$ cat src/rtl/svm_packer.sv
// svm_packer: packs 32-bit feature beats into 128-bit FIFO words and frames each record to SAMPLE_BYTES.
// Optional build macro SVM_PACK_BSWAP_EN byte-reverses every accepted beat for big-endian sources.
module svm_packer #(
    parameter int SAMPLE_BYTES = 8192
) (
    input  logic         clk,
    input  logic         reset_n,
    input  logic [31:0]  in_data,
    input  logic         in_valid,
    input  logic         in_last,
    output logic         in_ready,
    output logic [127:0] wr_data,
    output logic         wr_en,
    input  logic         wr_full,
    output logic [15:0]  sample_count,
    output logic         overflow,
    output logic [1:0]   dbg_state
);

    localparam int WORDS = SAMPLE_BYTES / 16;
    localparam int CW    = $clog2(WORDS + 1);

    // Handshake: a beat moves when in_valid && in_ready at a rising edge; a word is
    // taken by the FIFO on every rising edge where wr_en is high (wr_en implies !wr_full).
    typedef enum logic [1:0] {
        FILL = 2'd0,
        PUSH = 2'd1,
        PAD  = 2'd2,
        DROP = 2'd3
    } state_t;

    state_t         state_q, state_d;
    logic [1:0]     beat_q, beat_d;
    logic [CW-1:0]  count_q, count_d;
    logic [127:0]   lane_q, lane_d;
    logic           last_seen_q, last_seen_d;
    logic [15:0]    sample_count_q, sample_count_d;
    logic           overflow_q, overflow_d;

    logic [31:0]    beat_data;
    logic [CW-1:0]  count_inc;
    logic           at_end;

`ifdef SVM_PACK_BSWAP_EN
    assign beat_data = {in_data[7:0], in_data[15:8], in_data[23:16], in_data[31:24]};
`else
    assign beat_data = in_data;
`endif

    assign count_inc = count_q + CW'(1);
    assign at_end    = (count_inc == CW'(WORDS));

    always_ff @(posedge clk or negedge reset_n) begin
        if (!reset_n) begin
            state_q        <= FILL;
            beat_q         <= 2'd0;
            count_q        <= '0;
            lane_q         <= '0;
            last_seen_q    <= 1'b0;
            sample_count_q <= 16'd0;
            overflow_q     <= 1'b0;
        end else begin
            state_q        <= state_d;
            beat_q         <= beat_d;
            count_q        <= count_d;
            lane_q         <= lane_d;
            last_seen_q    <= last_seen_d;
            sample_count_q <= sample_count_d;
            overflow_q     <= overflow_d;
        end
    end

    always_comb begin
        state_d        = state_q;
        beat_d         = beat_q;
        count_d        = count_q;
        lane_d         = lane_q;
        last_seen_d    = last_seen_q;
        sample_count_d = sample_count_q;
        overflow_d     = overflow_q;
        case (state_q)
            FILL: begin
                // Lanes beyond a short final beat are already zero: the lane register clears on every write.
                if (in_valid) begin
                    lane_d[{beat_q, 5'd0} +: 32] = beat_data;
                    beat_d = beat_q + 2'd1;
                    if (beat_q == 2'd3 || in_last) begin
                        state_d     = PUSH;
                        last_seen_d = in_last;
                    end
                end
            end
            PUSH: begin
                if (!wr_full) begin
                    count_d = count_inc;
                    beat_d  = 2'd0;
                    lane_d  = '0;
                    if (last_seen_q && at_end) begin
                        state_d        = FILL;
                        sample_count_d = sample_count_q + 16'd1;
                        count_d        = '0;
                    end else if (last_seen_q) begin
                        state_d = PAD;
                    end else if (at_end) begin
                        state_d    = DROP;
                        overflow_d = 1'b1;
                    end else begin
                        state_d = FILL;
                    end
                end
            end
            PAD: begin
                if (!wr_full) begin
                    count_d = count_inc;
                    if (at_end) begin
                        state_d        = FILL;
                        sample_count_d = sample_count_q + 16'd1;
                        count_d        = '0;
                    end
                end
            end
            DROP: begin
                if (in_valid && in_last) begin
                    state_d        = FILL;
                    sample_count_d = sample_count_q + 16'd1;
                    count_d        = '0;
                end
            end
            default: state_d = FILL;
        endcase
    end

    always_comb begin
        in_ready = (state_q == FILL) || (state_q == DROP);
        wr_en    = ((state_q == PUSH) || (state_q == PAD)) && !wr_full;
    end

    assign wr_data      = lane_q;
    assign sample_count = sample_count_q;
    assign overflow     = overflow_q;
    assign dbg_state    = state_q;

endmodule
$ cat config.mk
export PLATFORM = sky130hd
export DESIGN_NAME = svm_packer
export DESIGN_NICKNAME = d
export VERILOG_FILES = /design/src/rtl/svm_packer.sv
export SDC_FILE = /design/constraint.sdc
export NUM_CORES = 1
export LEC_CHECK = 0
export ABC_AREA = 1
export CAP_MARGIN = 30
export CORE_MARGIN = 8
export CORE_UTILIZATION = 40
export DETAILED_ROUTE_END_ITERATION = 6
export PLACE_DENSITY = 0.77
export SLEW_MARGIN = 20
export SYNTH_ARGS = -nofsm -noshare
export SYNTH_HDL_FRONTEND = slang
export SYNTH_SLANG_ARGS = --single-unit
$ cat constraint.sdc
create_clock -name clk -period 3.3 [get_ports clk]
set_input_delay 0.66 -clock clk [delete_from_list [all_inputs] [get_ports clk]]
set_output_delay 0.66 -clock clk [all_outputs]
set_load 0.01 [all_outputs]
==> impl_results.md <==
* Async SR Flop Fraction at 100%
* 1st-iter DRT viols at 388
* Hold buffers post-CTS at 0
* IO Count at 186
* Initial core utilization at 40.6%
* Worst vdd ir at 0.648 mV
* Layout Cells excl Fill at 1310
* Synth Net Count at 943
* Post-Place Cells at 1280
* Unique cell type count in the Yosys netlist at 34
* Max FO, Critical Path at 34
* Setup WS post-layout at 0.612 ns
* FF+latch count, synth at 160
* CP dominant cell by count: buf_4
* Slew @ Worst Pin at 0.772 ns
* Final Cell Area at 10200 um2
* Die H at 154 um
* Worst slew margin at 48.4%
* Mapped Area at 7600 um2
* F_max at 372 MHz
* Fraction of layout cells with a size suffix above 1 at 6.69%
* Reg-to-Reg Start: dbg_state[1]
* Hold Slack at 0.248 ns
* Cells along the critical path: inv_1, ha_1, nand2_1, o21ai_1, o21bai_4, buf_4, nor2_1, buf_4, o21a_1
* Busiest grt layer: met2
* Post-CTS Resized at 0
* Reg2Reg Depth at 9
* Delay-heaviest family, CP: buffers and inverters
* Core area at 18700 um2
* P&R area growth vs syn at 34.8%
* Grt met2 use at 28.3%
* Max-cap violations at 0
* Yosys top cell area share at 52.7%
* Placement Cell Area at 9690 um2
* GR met1 Demand/Resource at 25.1%
* Vias in the first global route at 6610
* Antenna violations before repair at 0
* TNS Setup at 0 ns
* Clk root buf: clkbuf_16
* Clk buf depth at 2
* Status: finished clean
* Postcts setup bufs at 0
* Type of the worst setup path: flip-flop to flip-flop
* Final hold violation count at 0
* Dominant synthesized flop cell: dfrtp_1
* Slew Viols, Final at 0
* Number of enable flip-flop cells after synthesis at 0
* Clk slew on worst S/H paths at 0.07 ns
* Die Area at 23700 um2
* CTS tree: done
* Port buffer count at 185
* PD cells at 773 nW/um2
* Critical-path top delay cell: ha_1
* Most common cell in the netlist: dfrtp_1
* Die width at 154 um
* Mapped Avg Cell Area at 8.51 um2
* Leading post-synthesis cells by instance count: 160 x dfrtp_1, 140 x nand2_1, 134 x inv_1
* Total global routing overflow at 0
* Pre-CTS WS at 0.618 ns
* Routed WL at 22.0 mm
* Met3 Use GR at 6.17%
* ANT cells at 0
* Detailed Place HPWL at 16.0 mm
* Critical R2R Capture: wr_data[95]
* Via/cell ratio at 5.11
* Cell taking the most area after synthesis: dfrtp_1
* CTS H-tree depth at 4
* Nets@finish at 1115
* Seq/Total Area, Yosys at 52.7%
* CP max stage delay at 0.56 ns
* Final min period at 2.69 ns
* Pin count of the biggest net entering global routing at 76
* First-pass GRT wire length at 35.5 mm
* Clock latency on the worst-skew pair at 0.42 ns
* Tot GR Track Use at 18.6%
* Final Cycle Share at 81.4%
* Critical Path RT at 3.61 ns
* Clk sinks at 160
* Worst Setup End Kind: flip-flop
* RD Place Congestion at 0.864
* WP depth at 9
* R2R Setup Slk at 0.61 ns
* Buf+Inv Stages, Crit Path at 3
* Critical path startpoint category: flip-flop
* CTS Buf Count at 17
* FP Rows at 50
* Final setup fails at 0
* Worst EP arrival at 3.00 ns
* Antenna Nets Post-Route at 0
* RSZ-0062 raised after global routing: no
* Clock Skews at 0.0147 ns
* DRC at 0
* Cells after Synth at 893
* Leak Pwr at 4.51 nW
* Via count at 6695
* Hold WC Path Type: input port to asynchronous set/reset pin
* DRT Pass-1 Iters at 5
* Area contributors post-synth: dfrtp_1 53%, nand3_1 8.5%, o21ai_0 8.2%
* Wire length per cell at 16.8 um
* Yosys warns at 0
-- how the worst max path moves through the flow --
stage            startpoint  slack, ns           to
2_1_floorplan     beat_q[0]       1.06  wr_data[46]
3_3_place_gp        wr_full       0.69  wr_data[95]
3_5_place_dp        wr_full       0.62  wr_data[95]
4_1_cts        dbg_state[1]       0.64  wr_data[95]
5_1_grt        dbg_state[1]       0.40  wr_data[95]
6_report       dbg_state[1]       0.61  wr_data[95]
-- per-layer routing --
layer	vias to the layer above	wire, um
li1	3272	-
met1	3170	9940
met2	235	9960
met3	18	1860
met4	0	218
met5	-	0
-- stage by stage --
| stage | utilization, % | total power [mW] |
|---|---|---|
| after global routing | 54.8 | 8.46 |
| after floorplan | - | 4.70 |
| after global placement | 51.8 | 6.00 |
| after detailed placement | 51.8 | 6.09 |
| final | 54.8 | 7.92 |
| after CTS | 54.8 | 7.99 |
-- cells in the final DEF, fill, tap and decap left out, types with 7 or more instances in the layout --
master,n
dfrtp_1,160
o41ai_1,13
xnor2_1,7
nor2_1,40
clkdlybuf4s50_1,184
xor2_1,8
ha_1,13
nand4_1,23
buf_4,16
inv_1,134
nand2_1,140
clkbuf_16,17
o21ai_0,124
nand3_1,129
o21ai_1,14
-- cell families after synthesis --
group / Yosys count / share of synthesized area, %
XOR/XNOR: 15 / 1.73
adder cells (fa/ha/maj): 13 / 2.14
AO/OA/AOI/OAI: 162 / 11.8
buffers and inverters: 187 / 9.81
AND/OR/NAND/NOR: 356 / 21.9
flip-flops: 160 / 52.7
-- area by class of cell --
| type | count | area, um2 |
|---|---|---|
| Clock buffer | 18 | 439 |
| Multi-Input combinational cell | 546 | 2880 |
| Inverter | 138 | 518 |
| Clock inverter | 12 | 114 |
| Sequential cell | 160 | 4000 |
| Fill cell | 1678 | 8460 |
| Timing Repair Buffer | 202 | 1990 |
| Tap cell | 234 | 293 |
-- report_power, final --
part           leakage, nW  internal [mW]  total (mW)  switching (mW)
registers             2.21           2.32        2.59           0.267
clock network        0.261           1.05        1.87           0.812
logic                 2.04           1.18        3.47            2.28
total                 4.51           4.56        7.92            3.36
-- sequential cells by signal, indices dropped and copies added (netlist names) --
name	count
dbg_state	2
wr_data	128
overflow	1
sample_count	16
last_seen_q	1
count_q	10
beat_q	2
Note: power is estimated with default switching activity, not from simulation.
==> edit 1 (config.mk and constraints unchanged) <==
Make the reset (`reset_n`) synchronous in one clocked block.
--- a/src/rtl/svm_packer.sv
+++ b/src/rtl/svm_packer.sv
@@ -51,5 +51,5 @@
     assign at_end    = (count_inc == CW'(WORDS));
 
-    always_ff @(posedge clk or negedge reset_n) begin
+    always_ff @(posedge clk) begin
         if (!reset_n) begin
             state_q        <= FILL;
Check against the original RTL: differs if reset_n is asserted again (counterexample within 4 cycles, from zero or initial values and one cycle with reset_n low); with reset_n held inactive, the same outputs for 4 cycles.
==> edit 1 against the original RTL <==
Via count grew 9.9%; sequential cell count unchanged; sequential share of layout area shrank 6.9 points; global-route usage grew 2.4 points; clock skew decreased by 4.7 ps; setup slack got worse by 120 ps; synthesized area shrank 4.2%; die area down 3.8%; final area down 3.0%; total power is 7.0% lower; hold slack better by 190 ps; critical path depth unchanged; routed wire length rose by 9.0%; maximum frequency down 4.2%.
==> edit 1: results (changes against the original RTL) <==
* First-pass GRT wire length at 37700 microns (+6.2%)
* Final HPWL DP at 17200 microns (+7.4%)
* R2R Setup Slk at 500 ps (-120 ps)
* Post-synth top cells: dfxtp_1 (160), a21oi_1 (137), nand2_1 (127)
* Fraction of registers with async set/reset at 0% (-100 points)
* Hold slack at 440 ps (+192 ps)
* Leakage at 0.00348 uW (-23%)
* Total Wirelength at 24000 microns (+9.0%)
* Share of post-route cells with drive strength above 1 at 7.17% (+0.48 points)
* CP max stage delay at 690 ps (+130 ps)
* Delay-heaviest family, CP: simple AND/OR/NAND/NOR gates
* Register area share after synthesis at 44.0% (-8.7 points)
* Largest net degree at the start of global routing at 65 (-14%)
* Worst slew pin tran at 834 ps (+61.8 ps)
* Total track usage at 21.0% (+2.4 points)
* Net Count, Synth at 1023 (+8.5%)
* DR vias/cell at 5.36 (+4.9%)
* RD Place Congestion at 0.858 (-0.68%)
* Peak VDD IR at 0.000636 V (-1.9%)
* DP Area at 9310 sq um (-4.0%)
* Hold crit path type: reg -> reg
* Initial DRC Count at 472 (+22%)
* Status: finished, final reports clean
* Clock Skew at 10.0 ps (-4.66 ps)
* Clock Pin Slew Worst Setup and Hold Paths at 70 ps (about the same)
* Crit-path max FO at 18 (-47%)
* Arrival @ worst endpoint at 3170 ps (+170 ps)
==> edit 1: changes by cell type after synthesis, sizes merged, moves of 39 or more <==
cell	delta
o21ai	-99
dfrtp	-160
inv	-39
nand3	-75
dfxtp	+160
nor2	+62
a21oi	+132
==> edit 1: where the power goes <==
| group | internal, uW | total, uW | switching (uW) |
|---|---|---|---|
| Sequential | 2260 | 2480 | 219 |
| Clock | 1280 | 2130 | 853 |
| Combinational | 1040 | 2760 | 1720 |
==> edit 1: cells by family (layout without fill, tap and decap cells) <==
logic type / Yosys count / in the layout / share of synthesized area [%]
flip-flops: 160 / 160 / 44.0
AO/OA/AOI/OAI: 213 / 213 / 16.0
XOR/XNOR: 14 / 14 / 1.69
AND/OR/NAND/NOR: 406 / 406 / 26.5
buffers and inverters: 167 / 337 / 9.53
adder cells (fa/ha/maj): 13 / 13 / 2.24
==> edit 1: worst reg2reg max path: stages, from the launching register on <==
cell     delay, ps
dfxtp_1        330
inv_1           40
buf_4          190
ha_1           430
nand2_1        110
inv_1          330
nand3_1        690
nor3_1         430
a21oi_1         70
nor2_1         110
==> edit 1: path summary, 6_finish.rpt <==
path | startpoint | end
max | beat_q[0] | wr_data[71]
min | wr_data[35] | wr_data[35]
max reg2reg | beat_q[0] | wr_data[71]
min reg2reg | wr_data[35] | wr_data[35]
==> edit 1: through the flow <==
| step | setup WS [ps] | utilization [%] | power (uW) | cells |
|---|---|---|---|---|
| floorplan | 895 | - | 4040 | 973 |
| global placement | 560 | 52.0 | 5220 | 1340 |
| detailed placement | 502 | 52.0 | 5260 | 1340 |
| CTS | 482 | 55.5 | 7400 | 1372 |
| global route | 236 | 55.5 | 7740 | 1372 |
| finish | 496 | 55.5 | 7370 | 1372 |
==> edit 1: final cells by class <==
class / count / area [sq um]
clock buffer: 18 / 429
clock inverter: 14 / 205
fill: 1683 / 7960
inverter: 99 / 374
multi-input combinational: 646 / 3410
sequential: 160 / 3200
tap: 229 / 287
timing repair buffer: 206 / 2030
==> edit 1: routing by layer <==
layer | vias up | track usage (%) | part of all wire, %
li1 | 3581 | - | -
met3 | 27 | 7.08 | 8.4
met4 | 0 | 6.83 | 1.7
met1 | 3507 | 26.1 | 43
met2 | 243 | 33.5 | 47
met5 | - | 0 | 0
==> edit 2 (same flow settings) <==
Made on the original files. Change the parameter `SAMPLE_BYTES` from 8192 to 32768.
--- a/src/rtl/svm_packer.sv
+++ b/src/rtl/svm_packer.sv
@@ -2,5 +2,5 @@
 // Optional build macro SVM_PACK_BSWAP_EN byte-reverses every accepted beat for big-endian sources.
 module svm_packer #(
-    parameter int SAMPLE_BYTES = 8192
+    parameter int SAMPLE_BYTES = 32768
 ) (
     input  logic         clk,
Formal check against the unedited RTL: same outputs for any inputs over 4 cycles, from zero or initial values and one cycle with reset_n low; that may be too few to reach the edited logic, so the function may still have changed.
==> edit 2 against the original RTL <==
First-iteration DRC count down 1.3%; synthesized area down 0.15%; setup slack worse by 18 ps; total power down 2.0%; final area up 0.70%; largest cell class unchanged; sequential power down 2%; sequential cell count up 2; routed wire length up 5.4%.
==> edit 2: results (changes against the original RTL) <==
* Initial DRC Count at 383 (-1.3%)
* Vias in the first global route at 6678 (+1.0%)
* Leakage at 0.00459 uW (+1.9%)
* WL met3 at 2290 microns (+23%)
* Worst path slowest cell: dfrtp_1
* Clock Skew at 12.9 ps (-1.79 ps)
* DR WL/cell at 17.5 microns (+4.6%)
* Grt met1 use at 24.7% (-0.41 points)
* RR Endpoint: sample_count[2]
* Peak VDD IR at 0.000466 V (-28%)
* Post-synth top cells: nand2_1 (192), dfrtp_1 (162), nand3_1 (130)
* Cells on worst reg2reg path at 15 (+6)
* Compound-cell area share of the yosys netlist at 10.1% (-1.6 points)
* Total Wirelength at 23200 microns (+5.4%)
* Met2 WL post-DR at 10600 microns (+6.3%)
* Sw Pwr at 3300 uW (-1.9%)
* Share of post-route cells with drive strength above 1 at 6.81% (+0.12 points)
* ClkCell Share at 5.68% (+0.28 points)
* Hold slack at 218 ps (-30.3 ps)
* Avg Cell Area, Syn at 8.42 sq um (-1.0%)
* Antenna violations before repair at 1 (+1)
* Sequential cell count at 162 (+1.3%)
* DP Area at 9730 sq um (+0.37%)
* Signal buffers at 206 (+2.0%)
* First-pass GRT wire length at 37000 microns (+4.4%)
* Register area share after synthesis at 53.4% (+0.74 points)
* Final HPWL DP at 16400 microns (+2.0%)
* CP max stage delay at 420 ps (-140 ps)
* Largest net degree at the start of global routing at 68 (-11%)
* Status: finished, final reports clean
* Worst R2R Start: count_q[0]
* Total track usage at 19.5% (+0.93 points)
* DR vias/cell at 5.22 (+2.2%)
* Fin nets at 1123 (+0.72%)
* Delay-heaviest family, CP: simple AND/OR/NAND/NOR gates
* Core Util, Final at 55.3% (+0.57 points)
* RD Place Congestion at 0.836 (-3.2%)
* Global Route met3 Usage at 7.40% (+1.2 points)
* Met2 Usage GRT at 30.4% (+2.1 points)
* N_diodes at 1 (+1)
* M1 WL at 9850 microns (-0.94%)
* Synthesized-area fraction occupied by adder cells at 2.14% (+0.0032 points)
## edit 2: how the worst max path moves through the flow
stage          startpoint         endpoint  slack [ps]  cells after the start
6_report       count_q[0]  sample_count[2]         590                     15
3_3_place_gp      wr_full      wr_data[84]         560                      9
5_1_grt        count_q[0]  sample_count[2]         320                     15
3_5_place_dp      wr_full      wr_data[87]         440                      9
2_1_floorplan   beat_q[0]      wr_data[66]         890                     11
4_1_cts        count_q[0]  sample_count[2]         590                     15
## edit 2: power by group through the flow
| stage | logic [uW] | registers, uW | clock network [uW] |
|---|---|---|---|
| final | 3250 | 2530 | 1990 |
| after detailed placement | 3230 | 2550 | 0 |
| after CTS | 3240 | 2520 | 2020 |
| after global routing | 3560 | 2570 | 2100 |
| after global placement | 3160 | 2550 | 0 |
| after floorplan | 1830 | 2620 | 0 |
